**src/rtl/cache_pkg.sv**
```systemverilog
// Shared definitions for the 4-way cache: line geometry defaults, PLRU
// history bit positions (also used by the front end's history update),
// the miss-handler state encoding and a one-hot to way-index helper.
package cache_pkg;

    localparam int BLKIDX_BIT_DEF = 4;
    localparam int WRDIDX_BIT_DEF = 4;
    localparam int WORDS_PER_LINE = 1 << WRDIDX_BIT_DEF;
    localparam int NUM_WAYS       = 4;

    // PLRU tree: root chooses the half, the two leaves choose within a half.
    // Root = 0 evicts from ways 2/3 (PLRU_HI decides), root = 1 evicts from
    // ways 0/1 (PLRU_LO decides).
    localparam int PLRU_ROOT = 0;
    localparam int PLRU_LO   = 1;
    localparam int PLRU_HI   = 2;

    typedef enum logic [3:0] {
        S_IDLE,
        S_LOOKUP,
        S_WB_RD,
        S_WB_WR,
        S_RF_REQ,
        S_RF_WAIT,
        S_META,
        S_UC_REQ,
        S_UC_WAIT,
        S_FIN
    } mh_state_e;

    function automatic logic [1:0] onehot_to_way(input logic [NUM_WAYS-1:0] oh);
        logic [1:0] way;
        way = 2'd0;
        for (int i = 0; i < NUM_WAYS; i++) begin
            if (oh[i]) way = 2'(i);
        end
        return way;
    endfunction

endpackage

```
**src/rtl/cache_plru_victim.sv**
```systemverilog
// Victim selection for a 4-way set, purely combinational.
// Ports:
//   valid   - valid bits of the set
//   history - 3-bit PLRU tree of the set
//   victim  - one-hot way to evict: lowest invalid way, else the PLRU choice
module cache_plru_victim
    import cache_pkg::*;
(
    input  logic [3:0] valid,
    input  logic [2:0] history,
    output logic [3:0] victim
);

    always_comb begin
        victim = 4'b0000;
        if      (!valid[0]) victim = 4'b0001;
        else if (!valid[1]) victim = 4'b0010;
        else if (!valid[2]) victim = 4'b0100;
        else if (!valid[3]) victim = 4'b1000;
        else if (!history[PLRU_ROOT]) victim = history[PLRU_HI] ? 4'b0100 : 4'b1000;
        else                          victim = history[PLRU_LO] ? 4'b0001 : 4'b0010;
    end

endmodule

```
**src/rtl/cache4way_miss_handler.sv**
```systemverilog
// Refill / write-back engine of the 4-way cache.
// Cached miss: choose victim, write it back if dirty, refill the line word by
// word, write tag/valid/dirty, then pulse handler_fin. Uncached: one word
// read or write on the memory bus.
// Ports:
//   handler_*  - request interface from the cache front end
//   mh_*       - cache array access (data 1-cycle sync read, metadata comb)
//   mem_*      - memory bus, request/accept handshake then data/complete,
//                at most one transaction outstanding
module cache4way_miss_handler
    import cache_pkg::*;
#(
    parameter int BLKIDX_BIT = BLKIDX_BIT_DEF,
    parameter int WRDIDX_BIT = WRDIDX_BIT_DEF,
    parameter int TAG_BIT    = 32 - 2 - WRDIDX_BIT - BLKIDX_BIT
) (
    input  logic                  clk,
    input  logic                  rst,
    input  logic                  handler_req,
    input  logic                  handler_cached,
    input  logic [31:0]           handler_paddr,
    input  logic [BLKIDX_BIT-1:0] handler_blkidx,
    input  logic [31:0]           handler_wdata,
    input  logic [3:0]            handler_wen,
    output logic                  handler_fin,
    output logic [31:0]           handler_rdata,
    output logic [BLKIDX_BIT-1:0] mh_blkidx,
    output logic [WRDIDX_BIT-1:0] mh_wrdidx,
    output logic [31:0]           mh_wdata,
    output logic [15:0]           mh_wen,
    input  logic [127:0]          mh_rdata,
    input  logic [4*TAG_BIT-1:0]  mh_tag_r,
    input  logic [3:0]            mh_valid_r,
    input  logic [3:0]            mh_dirty_r,
    input  logic [2:0]            mh_history_r,
    output logic [3:0]            mh_meta_wen,
    output logic [TAG_BIT-1:0]    mh_tag_w,
    output logic                  mem_req,
    output logic                  mem_wr,
    output logic [3:0]            mem_wstrb,
    output logic [31:0]           mem_addr,
    output logic [31:0]           mem_wdata,
    input  logic                  mem_addr_ok,
    input  logic                  mem_data_ok,
    input  logic [31:0]           mem_rdata
);

    mh_state_e state, state_nxt;

    logic [31:2]           paddr_q;
    logic [BLKIDX_BIT-1:0] blkidx_q;
    logic [31:0]           wdata_q;
    logic [3:0]            wen_q;
    logic [WRDIDX_BIT-1:0] k_q;
    logic [1:0]            victim_q;
    logic [TAG_BIT-1:0]    victim_tag_q;
    logic                  addr_done_q;   // write-back word accepted, awaiting completion
    logic                  wb_cap_q;      // write-back word already captured from the array
    logic [31:0]           wb_data_q;
    logic [31:0]           rdata_q;

    logic [3:0]            victim_oh;
    logic [1:0]            victim_idx;
    logic [TAG_BIT-1:0]    lookup_tag;
    logic [31:0]           victim_word;
    logic                  last_word;
    logic                  wb_beat_done;
    logic                  rf_beat;
    logic                  uc_done;
    logic                  unused_addr_lsb;

    // Byte offset bits are never used; the bus always gets word addresses.
    assign unused_addr_lsb = ^handler_paddr[1:0];

    cache_plru_victim u_victim (
        .valid   (mh_valid_r),
        .history (mh_history_r),
        .victim  (victim_oh)
    );

    assign victim_idx = onehot_to_way(victim_oh);

    always_comb begin
        lookup_tag  = mh_tag_r[TAG_BIT-1:0];
        victim_word = mh_rdata[31:0];
        for (int w = 0; w < NUM_WAYS; w++) begin
            if (victim_idx == 2'(w)) lookup_tag  = mh_tag_r[w*TAG_BIT +: TAG_BIT];
            if (victim_q   == 2'(w)) victim_word = mh_rdata[w*32 +: 32];
        end
    end

    assign last_word     = (k_q == '1);
    // A beat completes when data_ok arrives after (or together with) addr_ok.
    assign wb_beat_done  = (state == S_WB_WR) && mem_data_ok && (addr_done_q || mem_addr_ok);
    assign rf_beat       = ((state == S_RF_REQ) && mem_addr_ok && mem_data_ok) ||
                           ((state == S_RF_WAIT) && mem_data_ok);
    assign uc_done       = ((state == S_UC_REQ) && mem_addr_ok && mem_data_ok) ||
                           ((state == S_UC_WAIT) && mem_data_ok);

    assign handler_rdata = rdata_q;
    assign mh_blkidx     = blkidx_q;

    // NOTE: state is updated with non-blocking assignments so every register
    // samples the values of the previous cycle, independent of statement order.
    always_ff @(posedge clk) begin
        if (rst) begin
            state        <= S_IDLE;
            paddr_q      <= '0;
            blkidx_q     <= '0;
            wdata_q      <= '0;
            wen_q        <= '0;
            k_q          <= '0;
            victim_q     <= '0;
            victim_tag_q <= '0;
            addr_done_q  <= 1'b0;
            wb_cap_q     <= 1'b0;
            wb_data_q    <= '0;
            rdata_q      <= '0;
        end else begin
            state <= state_nxt;

            if (state == S_IDLE && handler_req) begin
                paddr_q  <= handler_paddr[31:2];
                blkidx_q <= handler_blkidx;
                wdata_q  <= handler_wdata;
                wen_q    <= handler_wen;
            end

            if (state == S_LOOKUP) begin
                victim_q     <= victim_idx;
                victim_tag_q <= lookup_tag;
            end

            if (state == S_LOOKUP)              k_q <= '0;
            else if (wb_beat_done || rf_beat)   k_q <= k_q + 1'b1;

            // The array word read in WB_RD is only on mh_rdata during the first
            // WB_WR cycle; hold it for the rest of the bus handshake.
            if (state == S_WB_WR) begin
                if (wb_beat_done) begin
                    wb_cap_q    <= 1'b0;
                    addr_done_q <= 1'b0;
                end else begin
                    if (!wb_cap_q) begin
                        wb_cap_q  <= 1'b1;
                        wb_data_q <= victim_word;
                    end
                    if (mem_addr_ok) addr_done_q <= 1'b1;
                end
            end

            if (uc_done && wen_q == 4'b0000) rdata_q <= mem_rdata;
        end
    end

    // NOTE: every output and next-state signal gets a default before the case
    // so no path leaves a value unassigned, which would infer a latch.
    always_comb begin
        state_nxt   = state;
        handler_fin = 1'b0;
        mh_wrdidx   = '0;
        mh_wdata    = '0;
        mh_wen      = '0;
        mh_meta_wen = '0;
        mh_tag_w    = '0;
        mem_req     = 1'b0;
        mem_wr      = 1'b0;
        mem_wstrb   = '0;
        mem_addr    = '0;
        mem_wdata   = '0;

        case (state)
            S_IDLE: begin
                handler_fin = !handler_req;
                if (handler_req) state_nxt = handler_cached ? S_LOOKUP : S_UC_REQ;
            end
            S_LOOKUP: begin
                state_nxt = (mh_valid_r[victim_idx] && mh_dirty_r[victim_idx]) ? S_WB_RD : S_RF_REQ;
            end
            S_WB_RD: begin
                mh_wrdidx = k_q;
                state_nxt = S_WB_WR;
            end
            S_WB_WR: begin
                mem_req   = !addr_done_q;
                mem_wr    = 1'b1;
                mem_wstrb = 4'hF;
                mem_addr  = {victim_tag_q, paddr_q[31-TAG_BIT:WRDIDX_BIT+2], k_q, 2'b00};
                mem_wdata = wb_cap_q ? wb_data_q : victim_word;
                if (wb_beat_done) state_nxt = last_word ? S_RF_REQ : S_WB_RD;
            end
            S_RF_REQ: begin
                mem_req  = 1'b1;
                mem_addr = {paddr_q[31:WRDIDX_BIT+2], k_q, 2'b00};
                if (mem_addr_ok) state_nxt = mem_data_ok ? (last_word ? S_META : S_RF_REQ) : S_RF_WAIT;
            end
            S_RF_WAIT: begin
                if (mem_data_ok) state_nxt = last_word ? S_META : S_RF_REQ;
            end
            S_META: begin
                mh_meta_wen = 4'b0001 << victim_q;
                mh_tag_w    = paddr_q[31:32-TAG_BIT];
                state_nxt   = S_FIN;
            end
            S_UC_REQ: begin
                mem_req   = 1'b1;
                mem_wr    = |wen_q;
                mem_wstrb = wen_q;
                mem_addr  = {paddr_q[31:2], 2'b00};
                mem_wdata = wdata_q;
                if (mem_addr_ok) state_nxt = mem_data_ok ? S_FIN : S_UC_WAIT;
            end
            S_UC_WAIT: begin
                if (mem_data_ok) state_nxt = S_FIN;
            end
            S_FIN: begin
                handler_fin = 1'b1;
                state_nxt   = S_IDLE;
            end
            default: state_nxt = S_IDLE;
        endcase

        // Refill word goes to the victim way in the same cycle its data arrives.
        if (rf_beat) begin
            mh_wrdidx = k_q;
            mh_wdata  = mem_rdata;
            mh_wen    = 16'h000F << {victim_q, 2'b00};
        end
    end

endmodule

```
**config.mk**
```make
export PLATFORM = sky130hd
export DESIGN_NAME = cache4way_miss_handler
export DESIGN_NICKNAME = d
export VERILOG_FILES = /design/src/rtl/cache_pkg.sv /design/src/rtl/cache_plru_victim.sv /design/src/rtl/cache4way_miss_handler.sv
export SDC_FILE = /design/constraint.sdc
export NUM_CORES = 1
export LEC_CHECK = 0
export ABC_AREA = 1
export BUFFER_PORTS_ARGS = -buffer_cell sky130_fd_sc_hd__buf_2
export CAP_MARGIN = 0
export CORE_AREA = 2 2 203 205
export CTS_BUF_LIST = sky130_fd_sc_hd__clkbuf_8
export DETAILED_ROUTE_END_ITERATION = 10
export DIE_AREA = 0 0 205 207
export PLACE_DENSITY_LB_ADDON = 0.25
export SLEW_MARGIN = 10
export SYNTH_ARGS = -nofsm -noshare
export SYNTH_HDL_FRONTEND = slang
export SYNTH_SLANG_ARGS = --single-unit
```
**constraint.sdc**
```tcl
create_clock -name clk -period 1.55 [get_ports clk]
set_input_delay 0.0775 -clock clk [delete_from_list [all_inputs] [get_ports clk]]
set_output_delay 0.0775 -clock clk [all_outputs]
set_load 0.03 [all_outputs]
```
==> metrics.yaml <==
clock_latency_ns: 0.51
fin_ws_ns: -0.7165
finClkSkew_ns: 0.02024
endpoint_kind: "output pin"
tightestPinTransition_ns: 0.5166
critical-path-top-delay-family: "buffers and inverters"
portBuffers: 517
dp_cells: 2391
vias_per_cell: 4.952
flow.area_growth_from_synthesis_pct: 121.3
grt_pass1_vias: 12980
final_common_cell: "buf_2"
cp.arrival_ns: 2.19
setup_viol: 289
layout_common_cells: "371 x buf_2, 179 x buf_6, 174 x dlygate4sd3_1"
crit_fanout: 9
post_synth.cell_area_avg_um2: 6.703
syn-cell-area_um2: 8995
final-instance-count-excl-fill: 2697
grt_overflow: 0
initial_core_util_pct: 22.28
clkTransAtPathRegs_ns: 0.10
drv_slew: 0
path_cells: "inv_4, nand2_8, buf_12, buf_16, o211ai_1, nand3_1, o21ai_2, o22ai_2, buf_6"
root_buffer: "clkbuf_8"
p_leak_nw: 8.686
clockBufferDepth: 2
slowest_delay_ns: 0.40
yosys_register_bits: 168
fin_crit_ns: 2.266
wire_per_inst_um: 20.72
p_per_area_nw_per_um2: 1238
cts_tree: "built"
synth-warning-count: 0
path_buf_inv: 4
synthFlopType: "dfxtp_1"
worstSetupPathType: "reg2out"
post-route-period-util_pct: 146.2
fp.dieW_um: 205
ir_worst_vdd_mv: 0.8339
synth-async-reset-ratio_pct: 0
cap_violations: 0
cts.sinks: 168
critPathLaunchType: "flop"
fillerInstances: 3608
die_area_um2: 42440
synth-edff-count: 0
ios: 522
fp-row-count: 74
hpwl_mm: 33.03
pre_cts_ws_ns: -0.4041
rsz0062_at_grt: "true"
worst_slew_margin_rel_pct: 65.56
cp_data_required_time_ns: 1.47
status: "complete, but fails checks"
cts_buffers: 17
remaining_drc_errors: 0
firstDrtPassIters: 5
routed_wirelength_mm: 55.88
grt_max_degree: 81
htreeDepth: 4
violations: "setup timing"
synth_cells: 1342
hold_class: "in2reg"
crit_slowest_cell: "dfxtp_4"
ant_nets: 0
globalplace.congestion: 0.8649
vias: 13360
core-area_um2: 40370
antenna_found_initial: 1
max_freq_mhz: 441.2
yosysUniqueCellTypes: 38
whs_ns: 0.04401
grt_usage_pct: 22.42
drtIter0Drc: 792
die_h_um: 207
ys_seq_area_share_pct: 37.39
drive_gt1_share_pct: 53.35
diodes: 0
hold_violations: 0
grt_pass1_wl_mm: 73.47
fin_nets: 2490
## metrics by stage
stage                     TNS, ns  total power, mW  instance area [um^2]  util, %
after global routing      -135.21            25.82                 19910    49.32
after CTS                 -122.29            20.51                 17720    43.88
after global placement     -27.58            14.30                 13260    32.84
after detailed placement   -30.91            14.42                 13260    32.84
final                     -109.10            24.65                 19910    49.32
after floorplan            -2.090            11.00                  9405        -
## synthesized netlist by cell type, types with 2 or more instances
master,number,area (um^2)
o21ai_0,214,1071
buf_4,15,112.6
nor2_4,3,33.78
o21ai_1,9,45.04
nand2_1,168,630.6
nor2_1,91,341.6
nand2_4,2,22.52
o22ai_1,40,250.2
nand3_1,123,615.6
inv_1,134,503.0
buf_2,29,145.1
o211ai_1,55,412.9
inv_2,7,26.28
a211oi_1,2,15.01
a21oi_1,179,895.9
dfxtp_1,168,3363
clkbuf_1,65,244.0
buf_1,7,26.28
buf_6,6,67.56
nand4_1,3,18.77
nor3_1,5,25.02
## worst min-delay path: stages
cell and delay (ns):
buf_2 0.09, nand2_1 0.05, nand3_1 0.08, o211ai_1 0.11, a21oi_1 0.08
## power breakdown
group / switching, mW / total [mW] / internal (mW)
Sequential: 0.622 / 6.07 / 5.45
Clock: 2.05 / 3.27 / 1.22
Combinational: 8.54 / 15.3 / 6.76
## routing by layer
metal	vias up	track usage, %	share of wire [%]
li1	6210	-	-
met1	6348	23.47	37
met2	645	41.61	51
met3	151	5.412	7.0
met4	2	10.52	5.1
met5	-	0	0.023
## state kept, by name (all words and copies together), names as in the netlist
name / cells
wb_cap_q: 1
handler_rdata: 32
wen_q: 4
paddr_q: 30
wdata_q: 32
mh_blkidx: 4
victim_tag_q: 22
wb_data_q: 32
addr_done_q: 1
state: 4
victim_q: 2
k_q: 4
## worst paths after layout
kind / end / start / depth (start not counted) / slack, ns
setup reg to reg: wb_data_q[11] / victim_q[1] / 12 / -0.36
hold reg to reg: mh_blkidx[0] / mh_blkidx[0] / 2 / 0.46
hold / removal: victim_tag_q[8] / mh_tag_r[30] / 5 / 0.04
setup / recovery: mem_wdata[11] / victim_q[0] / 9 / -0.72
## layout make-up
type	count	area, um^2	share of cell area (%)
Clock buffer	18	247.7	1.244
Clock inverter	14	133.9	0.6724
Inverter	143	584.3	2.935
Multi-Input combinational cell	910	6671	33.51
Sequential cell	168	3381	16.98
Tap cell	532	665.6	3.343
Timing Repair Buffer	911	8214	41.26
Timing Repair inverter	1	11.26	0.05656
## what timing repair did
| action | CTS | global route |
|---|---|---|
| resized for setup | 543 | 448 |
| pin swaps | 39 | 68 |
| buffers inserted | 36 | 34 |
| gates cloned | 10 | 30 |
| hold buffers | 173 | 1 |
| endpoints found under the hold margin | 140 | 1 |
| setup endpoints to repair | 301 | 314 |
## kinds of logic after synthesis
group / synth area share, %
compound gates: 30.44
simple gates: 19.39
buf+inv: 12.60
flops: 37.39
fa+ha+maj: 0.1391
other cells: 0.04169
Note: power is estimated with default switching activity, not from simulation.
